### src/rtl/tt_ram_pkg.sv
// Shared definitions for the two-requester RAM arbiter.
//   ADDR_BITS / NUM_BYTES / DATA_BITS : geometry of the shared byte RAM
//   OWNER_A / OWNER_B                 : encoding of which requester owns an access
//   issue_t                           : one in-flight access held in the issue register
//   addr_in_range()                   : true when an address hits a populated byte
package tt_ram_pkg;

    localparam int ADDR_BITS = 6;
    localparam int NUM_BYTES = 48;
    localparam int DATA_BITS = 8;

    localparam logic OWNER_A = 1'b0;
    localparam logic OWNER_B = 1'b1;

    typedef struct packed {
        logic                 vld;
        logic                 owner;
        logic                 we;
        logic [ADDR_BITS-1:0] addr;
        logic [DATA_BITS-1:0] wdata;
    } issue_t;

    function automatic logic addr_in_range(input logic [ADDR_BITS-1:0] addr);
        return 32'(addr) < 32'(NUM_BYTES);
    endfunction

endpackage

### src/rtl/tt_rr_pick2.sv
// Two-way round-robin picker, purely combinational.
//   req[0] = A request, req[1] = B request
//   last   = owner of the most recent grant (OWNER_A / OWNER_B)
//   gnt    = one-hot grant (or zero when nobody requests)
// On a tie the side that did not win last time is chosen.
module tt_rr_pick2
    import tt_ram_pkg::*;
(
    input  logic [1:0] req,
    input  logic       last,
    output logic [1:0] gnt
);

    always_comb begin
        gnt = 2'b00;
        case (req)
            2'b01:   gnt = 2'b01;
            2'b10:   gnt = 2'b10;
            2'b11:   gnt = (last == OWNER_B) ? 2'b01 : 2'b10;
            default: gnt = 2'b00;
        endcase
    end

endmodule

### src/rtl/tt_ram_arbiter.sv
// Arbiter sharing one single-port 48 x 8 RAM between requesters A and B.
//   clk, rst_n              : clock, asynchronous active-low reset
//   a_* / b_*               : requester ports (req/we/addr/wdata in, gnt/rvalid/rdata out)
//   mem_addr/mem_we/mem_wdata : RAM command bus, driven from the issue register
//   mem_rdata               : RAM combinational read data for mem_addr
//
// Handshake: a requester raises req with we/addr/wdata stable and holds them
// until gnt (combinational, same cycle). A grant in cycle N is issued to the
// RAM in N+1; reads return in N+2 as a one-cycle rvalid pulse to the owner.
// A request may be withdrawn before it is granted.
module tt_ram_arbiter
    import tt_ram_pkg::*;
(
    input  logic                 clk,
    input  logic                 rst_n,

    input  logic                 a_req,
    input  logic                 a_we,
    input  logic [ADDR_BITS-1:0] a_addr,
    input  logic [DATA_BITS-1:0] a_wdata,
    output logic                 a_gnt,
    output logic                 a_rvalid,
    output logic [DATA_BITS-1:0] a_rdata,

    input  logic                 b_req,
    input  logic                 b_we,
    input  logic [ADDR_BITS-1:0] b_addr,
    input  logic [DATA_BITS-1:0] b_wdata,
    output logic                 b_gnt,
    output logic                 b_rvalid,
    output logic [DATA_BITS-1:0] b_rdata,

    output logic [ADDR_BITS-1:0] mem_addr,
    output logic                 mem_we,
    output logic [DATA_BITS-1:0] mem_wdata,
    input  logic [DATA_BITS-1:0] mem_rdata
);

    logic [1:0]           gnt;
    logic                 last_gnt_q, last_gnt_d;
    issue_t               issue_q, issue_d;
    logic [DATA_BITS-1:0] rdata_q, rdata_d;
    logic                 a_rvalid_q, a_rvalid_d;
    logic                 b_rvalid_q, b_rvalid_d;
    logic                 issue_in_range;
    logic                 issue_is_read;

    tt_rr_pick2 u_pick (
        .req  ({b_req, a_req}),
        .last (last_gnt_q),
        .gnt  (gnt)
    );

    assign a_gnt = gnt[0];
    assign b_gnt = gnt[1];

    assign issue_in_range = addr_in_range(issue_q.addr);
    assign issue_is_read  = issue_q.vld & ~issue_q.we;

    // Issue stage: capture the granted command. With no grant the previous
    // address/data are kept on the RAM bus and only vld drops.
    always_comb begin
        issue_d     = issue_q;
        issue_d.vld = 1'b0;
        last_gnt_d  = last_gnt_q;
        if (gnt[1]) begin
            issue_d.vld   = 1'b1;
            issue_d.owner = OWNER_B;
            issue_d.we    = b_we;
            issue_d.addr  = b_addr;
            issue_d.wdata = b_wdata;
            last_gnt_d    = OWNER_B;
        end else if (gnt[0]) begin
            issue_d.vld   = 1'b1;
            issue_d.owner = OWNER_A;
            issue_d.we    = a_we;
            issue_d.addr  = a_addr;
            issue_d.wdata = a_wdata;
            last_gnt_d    = OWNER_A;
        end
    end

    // Return stage: out-of-range reads return zero; rdata holds otherwise.
    always_comb begin
        rdata_d    = rdata_q;
        a_rvalid_d = 1'b0;
        b_rvalid_d = 1'b0;
        if (issue_is_read) begin
            rdata_d    = issue_in_range ? mem_rdata : '0;
            a_rvalid_d = (issue_q.owner == OWNER_A);
            b_rvalid_d = (issue_q.owner == OWNER_B);
        end
    end

    always_ff @(posedge clk or negedge rst_n) begin
        if (!rst_n) begin
            last_gnt_q <= OWNER_B;
            issue_q    <= '0;
            rdata_q    <= '0;
            a_rvalid_q <= 1'b0;
            b_rvalid_q <= 1'b0;
        end else begin
            last_gnt_q <= last_gnt_d;
            issue_q    <= issue_d;
            rdata_q    <= rdata_d;
            a_rvalid_q <= a_rvalid_d;
            b_rvalid_q <= b_rvalid_d;
        end
    end

    // issue_q is cleared by reset, so mem_we is low throughout reset.
    assign mem_addr  = issue_q.addr;
    assign mem_wdata = issue_q.wdata;
    assign mem_we    = issue_q.vld & issue_q.we & issue_in_range;

    assign a_rvalid = a_rvalid_q;
    assign b_rvalid = b_rvalid_q;
    assign a_rdata  = rdata_q;
    assign b_rdata  = rdata_q;

endmodule

### config.mk
export PLATFORM = sky130hd
export DESIGN_NAME = tt_ram_arbiter
export DESIGN_NICKNAME = d
export VERILOG_FILES = /design/src/rtl/tt_ram_pkg.sv /design/src/rtl/tt_rr_pick2.sv /design/src/rtl/tt_ram_arbiter.sv
export SDC_FILE = /design/constraint.sdc
export NUM_CORES = 1
export LEC_CHECK = 0
export CAP_MARGIN = 10
export CORE_AREA = 2 2 50 87
export CTS_CLUSTER_DIAMETER = 60
export DETAILED_ROUTE_END_ITERATION = 10
export DIE_AREA = 0 0 52 89
export PLACE_DENSITY = 0.77
export SLEW_MARGIN = 25
export SYNTH_ARGS = -nofsm -noshare
export SYNTH_HDL_FRONTEND = slang
export SYNTH_SLANG_ARGS = --single-unit
export TNS_END_PERCENT = 10
### constraint.sdc
create_clock -name clk -period 1.5 [get_ports clk]
set_input_delay 0.3 -clock clk [delete_from_list [all_inputs] [get_ports clk]]
set_output_delay 0.3 -clock clk [all_outputs]
set_load 0.01 [all_outputs]
==> qor.yml, run 1 <==
run_status:
  status: "finished, final reports clean"
pwr:
  p_int_mw: 1.56
  power_mw: 2.18
  p_sw_mw: 0.619
  power_density_nw_per_um2: 960
  p_leak_nw: 1.17
  pwr-share-seq_pct: 42.9
  pwr-share-clk_pct: 21.0
  p_sw_share_pct: 28.4
  pwr-share-comb_pct: 36.1
  vdd_drop_max_v: 0.000770
cts:
  postCtsHoldBufs: 0
  insertion_delay_ns: 0.27
  cts.sinks: 28
  htreeDepth: 1
  cts_buffers: 3
  cts-root-buf: "clkbuf_8"
  clk_pin_slew_ns: 0.09
  cts_buffer_depth: 2
  cts_tree: "yes"
setup_path:
  cp_data_required_time_ns: 1.20
  r2r_slack_ns: 0.21
  crit_chain: "buf_6 > inv_2 > a21boi_1 > buf_2"
  slowest_stage: "dfstp_2"
  cp.arrival_ns: 1.19
  slowest_delay_ns: 0.55
  startpoint_type: "flop"
  crit_cells: 4
  path_buf_inv: 3
  critical_path_class: "reg -> out"
  r2r-start: "last_gnt_q$_DFFE_PN1P_"
  end_kind: "output pin"
  crit_family: "flip-flops"
  reg2reg_to: "mem_addr[2]$_DFFE_PN0P_"
  cp_max_fo: 3
  r2r_cells: 4
global_routing:
  grt_max_degree: 33
  grt_pass1_vias: 1288
  grt.total_usage_pct: 16.5
  antenna_found_initial: 0
  grt_first_pass_wirelength_mm: 5.79
  grt_overflow_total: 0
synth:
  yosys_warnings: 0
  netlist_area_um2: 1500
  syn_area_per_cell_um2: 10.5
  ys_seq_elements: 28
  syn_nets: 184
  ys_seq_area_share_pct: 46.9
  synth_cells: 142
  ys_types: 24
cells_and_area:
  final_core_util_pct: 58.7
  drive_above_1_share_pct: 14.4
  final_nets: 245
  diodes: 0
  stdcell_count: 250
  syn_to_final_growth_pct: 51.7
detailed_routing:
  wirelength_mm: 3.73
  wl_per_cell_um: 14.9
  viasPerCell: 4.99
  wl_met2_mm: 2.09
  top_layer: "met4"
  drt_iter0_drc: 21
  final_antenna_net_count: 0
  drc: 0
  wl_met3_um: 206
  first_pass_iters: 4
  wl_met1_mm: 1.32
  vias: 1248
placed_design:
  dp_cells: 245
  dp_hpwl_mm: 2.87
  globalplace.congestion: 0.719
  io_buffers: 76
timing:
  rsz0062_at_grt: "yes"
  tightest_slew_ns: 0.378
  setup_tns_ns: 0
  finalClockSkew_ns: 0.00337
  clock.fmax_ghz: 0.672
  maxSlewViolCount: 0
  hold_viol: 0
  finalCriticalPeriod_ns: 1.49
  setup_violations: 0
  fin_crit_sh_pct: 99.3
  relSlewSlack_pct: 74.7
floorplanning:
  die_h_um: 89
  io_pins: 77
  core_area_um2: 3870
  start_util_pct: 38.7
  die_w_um: 52
  dieArea_um2: 4630
  fp-row-count: 30
flow_run:
  drv_cap: 0
min_path:
  min_path_type: "in -> async"
## Yosys cell counts
| library cell | n | area, um2 |
|---|---|---|
| a211oi_1 | 15 | 113 |
| a21bo_1 | 1 | 10.0 |
| a21boi_1 | 1 | 7.51 |
| a21oi_1 | 1 | 5.00 |
| a21oi_2 | 1 | 8.76 |
| a22o_1 | 8 | 70.1 |
| buf_2 | 2 | 10.0 |
| buf_4 | 24 | 180 |
| buf_6 | 2 | 22.5 |
| buf_8 | 1 | 15.0 |
| clkbuf_1 | 2 | 7.51 |
| dfrtp_1 | 27 | 676 |
| dfstp_2 | 1 | 26.3 |
| inv_1 | 2 | 7.51 |
| inv_2 | 1 | 3.75 |
| nand2_1 | 2 | 7.51 |
| nand2b_1 | 1 | 6.26 |
| nor2_1 | 17 | 63.8 |
| nor2b_1 | 15 | 93.8 |
| o21a_1 | 1 | 7.51 |
| o21ai_1 | 1 | 5.00 |
| o22ai_1 | 7 | 43.8 |
| o22ai_2 | 8 | 100 |
| or2_1 | 1 | 6.26 |
## area by class of cell
class,instances,area (um2)
fill,344,1600
timing repair buffer,87,893
sequential,28,702
multi-input combinational,80,548
tap,48,60.1
clock buffer,4,55.1
inverter,3,11.3
## layer usage
layer | GRT usage [%] | vias up
met5 | 0 | -
met4 | 8.85 | 0
met3 | 1.17 | 8
met2 | 31.0 | 51
met1 | 17.8 | 592
li1 | - | 597
## timing repair
| item | in CTS | in global routing |
|---|---|---|
| pin swaps | 0 | 2 |
| gates cloned | 0 | 0 |
| buffers inserted | 0 | 1 |
| gates resized for setup | 14 | 26 |
| endpoints found under the setup margin | 12 | 24 |
## cell usage in the layout (no fill, tap or decap), drive strengths merged, types with 2 or more instances in the layout
cell type and count:
a211oi 15, a21oi 2, a22o 8, buf 12
clkbuf 5, clkdlybuf4s50 43, dfrtp 27, dlygate4sd2 9
dlymetal6s2s 22, inv 3, nand2 2, nor2 17
nor2b 15, o22ai 15
## worst reg2reg max path, stage by stage, from the launching register on
cell,delay (ns)
dfstp_2,0.55
a21bo_1,0.16
buf_4,0.26
o22ai_1,0.13
nor2_1,0.12
## worst max path at each step
| stage | startpoint | endpoint | slack (ns) |
|---|---|---|---|
| 2_1_floorplan | last_gnt_q$_DFFE_PN1P_ | b_gnt | 0.27 |
| 3_3_place_gp | b_req | b_gnt | -0.46 |
| 3_5_place_dp | b_req | b_gnt | -0.46 |
| 4_1_cts | a_req | b_gnt | -0.13 |
| 5_1_grt | last_gnt_q$_DFFE_PN1P_ | a_gnt | -0.06 |
| 6_report | last_gnt_q$_DFFE_PN1P_ | a_gnt | 0.01 |
## sequential cells by signal, indices dropped and copies added, names as in the netlist
register    cells
a_rdata         8
mem_addr        6
last_gnt_q      1
b_rvalid        1
issue_q         3
mem_wdata       8
a_rvalid        1
## power by group through the flow
stage               combinational [mW]  clock, mW  sequential (mW)
floorplan                        0.438          0            0.972
finish                           0.786      0.458            0.935
detailed placement               0.842          0            0.959
global placement                 0.826          0            0.946
CTS                              0.812      0.471            0.942
global route                     0.848      0.510            0.950
## cell families after synthesis
family                 Yosys count  synth area share, %
buffers and inverters           34                 16.5
AOI/OAI and AO/OA               44                 24.7
and+or+nand+nor                 36                 11.9
DFF                             28                 46.9
## through the flow
| step | hold WS (ns) | worst slack, ns | cell area [um2] |
|---|---|---|---|
| floorplan | 0.00441 | 0.266 | 1500 |
| global placement | 0.418 | -0.461 | 2170 |
| detailed placement | 0.417 | -0.456 | 2170 |
| CTS | 0.313 | -0.129 | 2210 |
| global route | 0.310 | -0.0592 | 2270 |
| finish | 0.310 | 0.0111 | 2270 |
(Power assumes the default switching activity.)
==> run 2: changes to the inputs <==
- CAP_MARGIN: 10 -> 15
==> results of run 2 <==
The final DEF is identical to that of run 1; final timing and power are the same.
==> run 3: changes to the inputs <==
- CAP_MARGIN: 15 -> 10
- clock period: 1.5 -> 1.49 ns (I/O delays scaled with it)
==> run 3 against run 2 <==
Compared with the run above: count of clock-buffer cells in the layout did not move; sequential cell count did not move; wire length rose by 1.0%; global-route usage rose by 0.66 points; worst hold slack got worse by 0.0027 ns; final cell count did not move; total power fell by 0.14%; register-to-register slack got worse by 0.12 ns; sequential share of layout area rose by 0.086 points; non-clock buffer count did not move; die area did not move; first-iteration DRC count fell by 29%; critical endpoint is now b_gnt; highest routed layer unchanged.
==> qor.yml, run 3 (synthesized netlist as in run 1, its figures left out) <==
pwr:
  p_leak_nw: 1.18
  power_density_nw_per_um2: 961
  vdd_drop_max_v: 0.000611
  power_mw: 2.18
cells_and_area:
  final_nets: 245
  final_cell_mix: "clkdlybuf4s50_1, dfrtp_1, dlymetal6s2s_1"
  drive_above_1_share_pct: 13.9
  multi_input_comb_area_um2: 548
  seqCellArea_um2: 702
  final_area_um2: 2260
  syn_to_final_growth_pct: 51.3
  fill_cells: 359
  final_common_cell: "clkdlybuf4s50_1"
  diodes: 0
cts:
  cts_buffer_depth: 2
  cts_tree: "yes"
  insertion_delay_ns: 0.27
  cts_buffers: 3
  cts.sinks: 28
  postCtsHoldBufs: 0
  cts-root-buf: "clkbuf_8"
  htreeDepth: 1
  clk_pin_slew_ns: 0.09
setup_path:
  critical_path_class: "reg -> out"
  cp_data_required_time_ns: 1.19
  crit_start: "last_gnt_q$_DFFE_PN1P_"
  startpoint_type: "flop"
  cp.arrival_ns: 1.16
  r2r-start: "last_gnt_q$_DFFE_PN1P_"
  r2r_cells: 5
  cp_max_fo: 4
  r2r_slack_ns: 0.09
  path_buf_inv: 2
  cp-endpoint: "b_gnt"
  slowest_stage: "dfstp_2"
  reg2reg_to: "mem_addr[2]$_DFFE_PN0P_"
  end_kind: "output pin"
  crit_chain: "a21bo_1 > inv_2 > clkbuf_2"
  crit_family: "flip-flops"
  crit_cells: 3
  slowest_delay_ns: 0.57
floorplanning:
  core_area_um2: 3870
  dieArea_um2: 4630
  die_h_um: 89
  start_util_pct: 38.7
  die_w_um: 52
  io_pins: 77
  fp-row-count: 30
timing:
  setup_violations: 0
  clock.fmax_ghz: 0.688
  maxSlewViolCount: 0
  tightest_slew_ns: 0.385
  rsz0062_at_grt: "yes"
  holdWs_ns: 0.307
  relSlewSlack_pct: 74.3
  hold_viol: 0
  finalClockSkew_ns: 0.00276
  finalCriticalPeriod_ns: 1.45
  fin_crit_sh_pct: 97.6
global_routing:
  grt_pass1_vias: 1344
  antenna_found_initial: 0
  grt.total_usage_pct: 17.2
  grt_max_degree: 33
  grt_first_pass_wirelength_mm: 6.02
  grt_overflow_total: 0
detailed_routing:
  wirelength_mm: 3.77
  final_antenna_net_count: 0
  vias: 1230
  viasPerCell: 4.92
  drc: 0
  first_pass_iters: 2
  wl_per_cell_um: 15.1
  drt_iter0_drc: 15
flow_run:
  drv_cap: 0
run_status:
  status: "finished, final reports clean"
placed_design:
  globalplace.congestion: 0.720
  dp_hpwl_mm: 2.92
  place_area_um2: 2170
  io_buffers: 76
min_path:
  min_path_type: "in -> async"
## run 3: worst min path at each step
stage,startpoint,to,slack (ns),cells after the start
after floorplan,rst_n,a_rdata[0]$_DFFE_PN0P_,0.002,0
after global placement,issue_q[15]$_DFFE_PN0P_,a_rvalid$_DFF_PN0_,0.42,1
after detailed placement,issue_q[15]$_DFFE_PN0P_,a_rvalid$_DFF_PN0_,0.43,1
after CTS,rst_n,mem_addr[0]$_DFFE_PN0P_,0.31,1
after global routing,rst_n,mem_addr[1]$_DFFE_PN0P_,0.31,1
final,rst_n,mem_addr[3]$_DFFE_PN0P_,0.31,1
## run 3: worst reg2reg max path: stages, from the launching register on
cell and delay (ns):
dfstp_2 0.57, a21bo_1 0.17, buf_4 0.12, buf_4 0.23
o22ai_1 0.13, nor2_1 0.12
## run 3: stage by stage
stage / setup slack (ns) / setup TNS, ns / cells / utilization, %
after floorplan: 0.258 / 0 / 142 / -
after global placement: -0.467 / -3.04 / 245 / 56.1
after detailed placement: -0.474 / -3.86 / 245 / 56.1
after CTS: -0.0796 / -0.0796 / 249 / 57.0
after global routing: -0.0144 / -0.0168 / 250 / 58.5
final: 0.0357 / 0 / 250 / 58.5
## run 3: cell type report
type                            instances  area share [%]
Sequential cell                        28            31.0
Inverter                                3           0.498
Tap cell                               48            2.65
Multi-Input combinational cell         80            24.2
Timing Repair Buffer                   87            39.2
Clock buffer                            4            2.43
## run 3: routing by layer
metal | share of wire [%] | vias to the layer above | routed length (um) | track usage, %
met5 | 0 | - | 0 | 0
met4 | 2.1 | 0 | 80 | 9.81
met3 | 5.0 | 6 | 188 | 1.67
met2 | 59 | 45 | 2210 | 31.4
met1 | 34 | 580 | 1280 | 18.7
li1 | - | 599 | - | -
## run 3: report_power, final
| part | internal, mW | switching (mW) |
|---|---|---|
| Sequential | 0.876 | 0.0640 |
| Clock | 0.236 | 0.221 |
| Combinational | 0.446 | 0.332 |
## run 3: what timing repair did
item / 4_1_cts / 5_1_grt
buffers inserted: 0 / 1
pin swaps: 1 / 2
endpoints found under the setup margin: 15 / 25
gates resized for setup: 18 / 24
